===== src/rtl/alu_result_bcd.sv =====
// alu_result_bcd: converts an 8-bit ALU result into three BCD digits using
// a sequential double-dabble engine (one iteration per clock). Subtraction
// results arrive as a 4-bit magnitude plus a sign bit in Y[4]; every other
// opcode is treated as an unsigned 8-bit value.
//
// Timing for a START accepted at edge k:
//   edge k      : operand captured, accumulator cleared, enter CONV
//   edges k+1..8: one shift-add-3 iteration each
//   edge k+8    : eighth iteration; digits and sign loaded, enter FIN
//   edge k+9    : FIN -> IDLE (DONE high only between k+8 and k+9)
//   edge k+10   : earliest edge at which a new START is accepted
module alu_result_bcd (
    input  logic       CLK,
    input  logic       RST,
    input  logic       START,
    input  logic [7:0] Y,
    input  logic [1:0] OP,
    output logic       BUSY,
    output logic       DONE,
    output logic       NEG,
    output logic [3:0] HUND,
    output logic [3:0] TENS,
    output logic [3:0] ONES
);

    typedef enum logic [1:0] {
        IDLE = 2'd0,
        CONV = 2'd1,
        FIN  = 2'd2
    } state_e;

    localparam logic [1:0] OP_SUB   = 2'b01;
    localparam logic [2:0] LAST_ITER = 3'd7;

    // Control and datapath state.
    state_e      state_q, state_d;
    logic [7:0]  opnd_q,  opnd_d;     // operand bits still to be shifted in
    logic [11:0] bcd_q,   bcd_d;      // digit accumulator {hund,tens,ones}
    logic        sign_q,  sign_d;     // captured sign, published at FIN
    logic [2:0]  cnt_q,   cnt_d;      // iterations already performed

    // Registered outputs.
    logic        busy_q,  busy_d;
    logic        done_q,  done_d;
    logic        neg_q,   neg_d;
    logic [3:0]  hund_q,  hund_d;
    logic [3:0]  tens_q,  tens_d;
    logic [3:0]  ones_q,  ones_d;

    // Result of one double-dabble iteration applied to the current state.
    logic [11:0] bcd_adj;
    logic [19:0] shift_w;
    logic [11:0] bcd_shift;
    logic [7:0]  opnd_shift;

    // One iteration: add 3 to every digit >= 5, then shift {digits,operand} left.
    always_comb begin
        // NOTE: every signal assigned in a combinational block gets a default
        // first, so no path leaves it unassigned and no latch is inferred.
        bcd_adj = bcd_q;
        for (int i = 0; i < 3; i++) begin
            if (bcd_q[i*4 +: 4] >= 4'd5) begin
                bcd_adj[i*4 +: 4] = bcd_q[i*4 +: 4] + 4'd3;
            end
        end
        // The hundreds digit never exceeds 2 for an 8-bit input, so the bit
        // shifted out of bcd_adj[11] is always zero.
        shift_w    = {bcd_adj[10:0], opnd_q, 1'b0};
        bcd_shift  = shift_w[19:8];
        opnd_shift = shift_w[7:0];
    end

    // Next-state and next-output logic for the IDLE/CONV/FIN controller.
    always_comb begin
        state_d = state_q;
        opnd_d  = opnd_q;
        bcd_d   = bcd_q;
        sign_d  = sign_q;
        cnt_d   = cnt_q;
        neg_d   = neg_q;
        hund_d  = hund_q;
        tens_d  = tens_q;
        ones_d  = ones_q;

        unique case (state_q)
            IDLE: begin
                if (START) begin
                    if (OP == OP_SUB) begin
                        opnd_d = {4'b0000, Y[3:0]};
                        sign_d = Y[4];
                    end else begin
                        opnd_d = Y;
                        sign_d = 1'b0;
                    end
                    bcd_d   = 12'd0;
                    cnt_d   = 3'd0;
                    state_d = CONV;
                end
            end
            CONV: begin
                bcd_d  = bcd_shift;
                opnd_d = opnd_shift;
                cnt_d  = cnt_q + 3'd1;
                if (cnt_q == LAST_ITER) begin
                    // Outputs change only here, so intermediate iteration
                    // values never become visible.
                    hund_d  = bcd_shift[11:8];
                    tens_d  = bcd_shift[7:4];
                    ones_d  = bcd_shift[3:0];
                    neg_d   = sign_q;
                    state_d = FIN;
                end
            end
            FIN: begin
                state_d = IDLE;
            end
            default: begin
                state_d = IDLE;
            end
        endcase

        // Status flags are decoded from the next state so that they come
        // straight out of flops aligned with the state register.
        busy_d = (state_d != IDLE);
        done_d = (state_d == FIN);
    end

    // State and output registers; synchronous reset overrides START.
    always_ff @(posedge CLK) begin
        // NOTE: sequential state uses non-blocking assignments so every flop
        // samples its pre-edge inputs regardless of statement order.
        if (RST) begin
            state_q <= IDLE;
            opnd_q  <= 8'd0;
            bcd_q   <= 12'd0;
            sign_q  <= 1'b0;
            cnt_q   <= 3'd0;
            busy_q  <= 1'b0;
            done_q  <= 1'b0;
            neg_q   <= 1'b0;
            hund_q  <= 4'd0;
            tens_q  <= 4'd0;
            ones_q  <= 4'd0;
        end else begin
            state_q <= state_d;
            opnd_q  <= opnd_d;
            bcd_q   <= bcd_d;
            sign_q  <= sign_d;
            cnt_q   <= cnt_d;
            busy_q  <= busy_d;
            done_q  <= done_d;
            neg_q   <= neg_d;
            hund_q  <= hund_d;
            tens_q  <= tens_d;
            ones_q  <= ones_d;
        end
    end

    assign BUSY = busy_q;
    assign DONE = done_q;
    assign NEG  = neg_q;
    assign HUND = hund_q;
    assign TENS = tens_q;
    assign ONES = ones_q;

endmodule


===== config.mk =====
export PLATFORM = sky130hd
export DESIGN_NAME = alu_result_bcd
export DESIGN_NICKNAME = d
export VERILOG_FILES = /design/src/rtl/alu_result_bcd.sv
export SDC_FILE = /design/constraint.sdc
export NUM_CORES = 1
export LEC_CHECK = 0
export CAP_MARGIN = 10
export CORE_MARGIN = 8
export CORE_UTILIZATION = 43
export CTS_CLUSTER_SIZE = 10
export DETAILED_ROUTE_END_ITERATION = 10
export PLACE_DENSITY_LB_ADDON = 0.25
export SLEW_MARGIN = 20
export SYNTH_ARGS = -nofsm -noshare
export SYNTH_HDL_FRONTEND = slang
export SYNTH_SLANG_ARGS = --single-unit
export TNS_END_PERCENT = 5

===== constraint.sdc =====
create_clock -name CLK -period 2.1 [get_ports CLK]
set_input_delay 0.42 -clock CLK [delete_from_list [all_inputs] [get_ports CLK]]
set_output_delay 0.42 -clock CLK [all_outputs]
set_load 0.02 [all_outputs]

# Yosys cells after proc, flatten, opt, wreduce, memory -nomap -nowiden
# Cells that the tools add are included.
[word_totals] reg_bits=41 inputBits=13 output_inout_bits=15 wordCells=43
[classes] n_addsub=4 order_cmp=3 n_eq_ne=5 n_mux=14 n_reduce_logical=6
[ops] operator="one-hot mux 12 bit (2 select lines)" n=1
[ops] operator="two-way mux 8 bit" n=2
[ops] operator="one-hot mux 8 bit (2 select lines)" n=1
[ops] operator=">= comparator 4 x 3 -> 1 bit, second input constant" n=3
[ops] operator="two-way mux 12 bit" n=1
[ops] operator="adder 4 x 2 -> 4 bit, second input constant" n=2
[ops] operator="two-way mux 4 bit" n=2
[ops] operator="two-way mux 3 bit" n=2
[ops] operator="one-hot mux 3 bit (2 select lines)" n=1
[ops] operator="AND reduction 2 bit" n=3
[ops] operator="== test 2 x 1 -> 1 bit, second input constant" n=2
[ops] operator="two-way mux 2 bit" n=2
[ops] operator="one-hot mux 2 bit (2 select lines)" n=1
[ops] operator="nonzero test 2 bit" n=2
[ops] operator="adder 3 x 1 -> 3 bit, second input constant" n=1
[ops] operator="adder 3 x 2 -> 3 bit, second input constant" n=1
[ops] operator="== test 3 bit, second input constant" n=1
[ops] operator="== test 2 bit, second input constant" n=1
[ops] operator="logical NOT 2 bit" n=1
[ops] operator="inequality test 2 bit, second input constant" n=1
[ops] operator="two-way mux 1 bit" n=1

# Depth between registers and ports, before layout
# Gate-level depths: netlist (run 1).
[logic_depth] ltp_word=4 ltp_mapped=6 mapped_depth_nobuf=6

# Worst setup path before layout (run 1)
# No wires, ideal clock.
[synth_timing] path_type="reg2reg" startpoint="register bcd_q[0]" endpoint="register bcd_q[2]" setup_ns=0.074 arrival_time_ns=1.362 t_required_ns=2.026 slack_ns=0.664 stages_incl_launch_ff=7 path_buffers=0 synth_period_minus_slack_ns=1.436 cell_sequence="dfxtp_1 -> inv_1 -> ha_1 -> nand2b_1 -> a21oi_1 -> mux2_2 -> o21ai_0"
[synth_via] elab_chain_len=3 elab_cells_between_ends=4 classes_between="1 x add/sub; 1 x order compare; 2 x mux"
[synth_lines] element="start, declared" line_no="38" source="logic [11:0] bcd_q, bcd_d;"
[synth_lines] element="start signal, assigned" line_no="135" source="bcd_q <= 12'd0;"
[synth_lines] element="start signal, assigned" line_no="147" source="bcd_q <= bcd_d;"
[synth_lines] element="adder 4 x 2 -> 4 bit or >= comparator 4 x 3 -> 1 bit (tied branches)" line_no="63, 62"
[synth_lines] element="two-way mux 4 bit (*)" line_no="62" source="if (bcd_q[i*4 +: 4] >= 4'd5) begin"
[synth_lines] element="one-hot mux 12 bit (2 select lines) (*)" line_no="85" source="unique case (state_q)"
# Mark *: on every way between the ends. The rest lies on a longest branch, timed or not.
# A chain may end at the register's enable or synchronous reset.

# Final worst setup path (run 1)
[layout_timing] startpoint="register state_q[0]" endpoint="register tens_q[2], in the netlist TENS[2]"
[layout_via] elab_chain_len=2
[layout_lines] element="start, declared" line_no="36" source="state_e state_q, state_d;"
[layout_lines] element="start signal, assigned" line_no="145" source="state_q <= state_d;"
[layout_lines] element="== test 2 x 1 -> 1 bit" line_no="85"
[layout_lines] element="AND reduction 2 bit (no line)"
[layout_lines] element="end signal, assigned" line_no="154" source="tens_q <= tens_d;"
[layout_lines] element="end, declared" line_no="47" source="logic [3:0] tens_q, tens_d;"
# Every way passes these cells.

==> flow_summary.toml, run 1 <==
[synthesis]
ys_seq_area_frac = 0.458
netlist_area_mm2 = 0.00179
postSynthAreaPerCell_um2 = 9.14
netlist_instances = 196
syn_nets = 217
ys_seq_elements = 41
yosysWarnings = 0
yosys.cell_types.count = 32

[sta]
maxSlewViolCount = 0
finalHoldWorstSlack_ps = 460
min_period_over_period = 0.812
min_period_ps = 1710
rsz0062_at_grt = "false"
final.setup.tns_ps = 0
tightest_slew_ps = 532
setup_viol = 0
max_freq_ghz = 0.586
relSlewSlack = 0.645
skew_ps = 3.00
hold_viol = 0

[worst_setup_path]
cp_max_fo = 14
critPathCaptureType = "flip-flop"
worst-r2r-setup-slack_ps = 390
cp-start-kind = "flip-flop"
critical_path_class = "flip-flop to flip-flop"
worstPathArrival_ps = 1940
crit_required_ps = 2330

[finish]
final_cell_mix = "dfxtp_1, clkdlybuf4s50_1, nor2_1, inv_1, nand3b_1"
layout_commonest_cell = "dfxtp_1"
num_antenna_cells = 0
fin_util = 0.548
layout-drive-gt1-share = 0.0844
syn_to_final_growth_pct = 22.5
finalNonFillerCells = 275
nets = 245
fin_area_mm2 = 0.00219

[clock_tree]
cts_setup_buffers = 0
ctsResizeCount = 0
cts_tree = "built"
clk_pin_slew_worst_paths_ps = 80
htreeDepth = 2
numCtsBuffers = 5
postCtsHoldBufs = 0
cts_root_buf = "clkbuf_8"
clock_path_buffers = 2
cts.sinks = 41
clk_latency_ps = 300

[route]
drtIter0Drc = 98
drt-met1-wl_mm = 1.78
vias_per_cell = 5.36
wl_met2_mm = 1.85
antenna_left = 0
drc = 0
highest_layer = "met4"
via_count = 1475
dr_wl_met3_um = 198
drt-wirelength-per-cell_um = 14.1
drtPass1Iterations = 4
totalWireLength_mm = 3.89

[pwr]
ir_drop_v = 0.000397
powerDensity_mw_per_mm2 = 647
power.static_leakage_nw = 0.777

[grt]
grt_use_total = 0.128
grt_pass1_vias = 1413
grt_pass1_wl_mm = 6.55
antenna_found_initial = 0
globalRoute.totalOverflow = 0
grt_max_degree = 35

[placed_design]
io_buffers = 27
placedCellCount = 267
place_congestion = 0.789
dp_hpwl_mm = 2.62
dpl-instance-area_mm2 = 0.00211

[floorplanning]
ios = 28
chipHeight_um = 80.5
die_w_um = 80.5
start_util = 0.448
row_count = 23
die-area_mm2 = 0.00649
core_mm2 = 0.00400

[run]
max-cap-violations = 0

[hold_path]
min_path_type = "flip-flop to flip-flop"

[outcome]
outcome = "finished clean"
[path summary, 6_finish.rpt]
check,cells past startpoint,to,from
setup / recovery,4,TENS[2]$_SDFFE_PP0P_,state_q[0]$_SDFF_PP0_
hold / removal,2,ONES[0]$_SDFFE_PP0P_,ONES[0]$_SDFFE_PP0P_
setup reg to reg,4,TENS[2]$_SDFFE_PP0P_,state_q[0]$_SDFF_PP0_
hold reg to reg,2,ONES[0]$_SDFFE_PP0P_,ONES[0]$_SDFFE_PP0P_
[synthesized netlist by cell type]
master    instances  area [um^2]
a211oi_1          4         30.0
a211oi_2          3         37.5
a21oi_1          13         65.1
a221oi_1          4         35.0
a222oi_1          3         30.0
a22oi_1           4         30.0
and2_1            1         6.26
and2b_2           1         8.76
and3_1            1         6.26
buf_2             2         10.0
buf_4             1         7.51
buf_6             1         11.3
clkbuf_1          5         18.8
dfxtp_1          41          821
ha_1              8          100
inv_1            14         52.6
mux2_2            3         33.8
nand2_1           8         30.0
nand2b_1          5         31.3
nand2b_4          1         13.8
nand3_1           4         20.0
nand3b_1         14          105
nor2_1           18         67.6
nor2b_1           1         6.26
nor3_1            5         25.0
nor3b_1           4         30.0
o21ai_0          13         65.1
o21ai_1           6         30.0
o21ai_2           1         8.76
o22ai_1           3         18.8
or3b_1            1         8.76
xnor2_1           3         26.3
[cell families (layout without fill, tap and decap cells)]
| family | after synthesis | in the layout | share of synthesized area |
|---|---|---|---|
| compound gates | 54 | 54 | 0.196 |
| xor+xnor | 3 | 3 | 0.0147 |
| fa+ha+maj | 8 | 8 | 0.0559 |
| buf+inv | 23 | 52 | 0.0559 |
| flops | 41 | 41 | 0.458 |
| mux | 3 | 3 | 0.0189 |
| simple gates | 64 | 64 | 0.201 |
[where the power goes]
group | leakage [nW] | internal (mW) | switching [mW] | total (mW)
Combinational | 0.399 | 0.0563 | 0.0580 | 0.114
Sequential | 0.333 | 0.793 | 0.0107 | 0.804
Clock | 0.0450 | 0.230 | 0.271 | 0.501
[area by class of cell]
cell class | instances | area (um^2)
Multi-Input combinational cell | 132 | 870
Tap cell | 50 | 62.6
Clock inverter | 2 | 10.0
Fill cell | 380 | 1810
Sequential cell | 41 | 821
Clock buffer | 6 | 72.6
Timing Repair Buffer | 30 | 305
Inverter | 14 | 52.6
[sequential cells by signal, indices dropped and copies added, names as in the netlist, 2 cells and up]
signal / flops
HUND: 4
ONES: 4
TENS: 4
bcd_q: 12
cnt_q: 3
opnd_q: 8
state_q: 2
[critical path, cell delays in order (launching register included)]
cell	delay, ps
dfxtp_1	430
and2b_2	350
and2_1	510
nand2b_4	170
o21ai_1	160
[stage by stage]
stage	setup WS (ps)	total power, mW
2_1_floorplan	664	0.887
3_3_place_gp	305	0.934
3_5_place_dp	262	0.936
4_1_cts	389	1.44
5_1_grt	276	1.48
6_report	394	1.42
[layer usage]
metal | up-vias | GRT usage
li1 | 753 | -
met2 | 26 | 0.207
met1 | 689 | 0.150
met4 | 0 | 0.0509
met5 | - | 0
met3 | 7 | 0.0435
Note: power is estimated with default switching activity, not from simulation.
==> run 2: changes to the inputs <==
Clock period 2.1 ns to 1.69 ns, I/O delays scaled along.
==> run 2 against run 1 <==
Effect of this change:
- combinational power rose by 29%
- register-to-register slack got worse by 270 ps
- cell count increased by 1.1%
- first-iteration DRC count shrank 2.0%
- setup slack lost 280 ps
- via count decreased by 0.61%
- wire length decreased by 0.64%
- core utilization rose by 1.2 points
- clock power increased by 28%
- critical endpoint is now ONES[0]
- largest power group unchanged
==> flow_summary.toml, run 2 (synthesis results as in run 1) <==
[outcome]
outcome = "finished clean"

[placed_design]
dp_hpwl_mm = 2.69
io_buffers = 27
dp_slack_ps = -63.5
placedCellCount = 271
place_congestion = 0.770
dpl-instance-area_mm2 = 0.00214

[pwr]
powerDensity_mw_per_mm2 = 797
power.total_mw = 1.79
power.static_leakage_nw = 0.795
ir_drop_v = 0.000563

[route]
drc = 0
drtPass1Iterations = 4
via_count = 1466
vias_per_cell = 5.27
drt-wirelength-per-cell_um = 13.9
antenna_left = 0
drtIter0Drc = 96
totalWireLength_mm = 3.86

[worst_setup_path]
cp_cell_sequence = "clkdlybuf4s50_1"
crit_required_ps = 1350
cp_top_family = "buffers and inverters"
worstPathArrival_ps = 1240
path_buf_inv = 1
cp-start-kind = "flip-flop"
cp_max_fo = 2
critical_path_class = "flip-flop to output port"
cp_slowest_stage_delay_ps = 610
critPathCaptureType = "output port"
cp_slowest_cell = "clkdlybuf4s50_1"

[clock_tree]
cts_root_buf = "clkbuf_8"
htreeDepth = 2
clk_latency_ps = 290
ctsResizeCount = 0
postCtsHoldBufs = 0
cts.sinks = 41
cts_tree = "built"
cts_setup_buffers = 0
clock_path_buffers = 2
clk_pin_slew_worst_paths_ps = 70
numCtsBuffers = 5

[hold_path]
min_path_type = "flip-flop to flip-flop"

[sta]
finalHoldWorstSlack_ps = 460
min_period_over_period = 0.933
skew_ps = 7.88
relSlewSlack = 0.796
rsz0062_at_grt = "false"
hold_viol = 0
min_period_ps = 1580
setup_viol = 0
finalWorstSetupSlack_ps = 113
max_freq_ghz = 0.634
final.setup.tns_ps = 0
tightest_slew_ps = 305
maxSlewViolCount = 0

[floorplanning]
row_count = 23
die-area_mm2 = 0.00649
die_w_um = 80.5
core_mm2 = 0.00400
ios = 28
chipHeight_um = 80.5
start_util = 0.448

[finish]
layout_commonest_cell = "dfxtp_1"
nets = 249
fin_area_mm2 = 0.00224
num-fill-cells = 370
multi_input_area_um2 = 883
num_antenna_cells = 0
layout-drive-gt1-share = 0.118
final_cell_mix = "dfxtp_1, clkdlybuf4s50_1, nor2_1, inv_1, nand3b_1"
largest_reg_flops = 12
seq_area_um2 = 821
finalNonFillerCells = 278
reg_top3 = "bcd_q x12, opnd_q x8"
fin_util = 0.560
largest_register = "bcd_q"
syn_to_final_growth_pct = 25.2

[grt]
globalRoute.totalOverflow = 0
antenna_found_initial = 0
grt_max_degree = 21
grt_pass1_vias = 1384
grt_use_total = 0.127
grt_pass1_wl_mm = 6.47

[run]
max-cap-violations = 0
run 2: report_power, final:
group          switching [mW]  internal, mW
Clock                   0.316         0.324
Sequential             0.0132         0.986
Combinational          0.0715        0.0750
Total                   0.401          1.39
run 2: worst reg2reg max path: cells and delay by family (launching register included):
kind,cells,cell delay [ps]
mux,1,380
compound gates,2,370
flops,1,330
fa+ha+maj,1,240
buf+inv,1,90
simple gates,1,70
run 2: per-layer routing:
metal,track usage,wire (um),vias up
li1,-,-,757
met1,0.160,1920,682
met2,0.188,1720,23
met3,0.0446,176,4
met4,0.0545,51,0
met5,0,0,-
run 2: final cells by class:
class	count	share of cell area
Inverter	14	0.0235
Tap cell	50	0.0279
Sequential cell	41	0.366
Timing Repair Buffer	34	0.150
Clock buffer	7	0.0385
Multi-Input combinational cell	132	0.394
run 2: worst paths after layout:
path	from	to	slack [ps]	cells after the start
setup / recovery	ONES[0]$_SDFFE_PP0P_	ONES[0]	110	1
hold / removal	opnd_q[4]$_SDFFE_PP0P_	opnd_q[4]$_SDFFE_PP0P_	460	2
setup reg to reg	bcd_q[8]$_SDFFE_PP0P_	bcd_q[10]$_SDFFE_PP0P_	120	6
hold reg to reg	opnd_q[4]$_SDFFE_PP0P_	opnd_q[4]$_SDFFE_PP0P_	460	2
==> run 3: changes to the inputs <==
Settings changed: SLEW_MARGIN 20 to not set.
==> results of run 3 <==
Same layout as run 2: the final DEF is identical, and so are final timing and power.
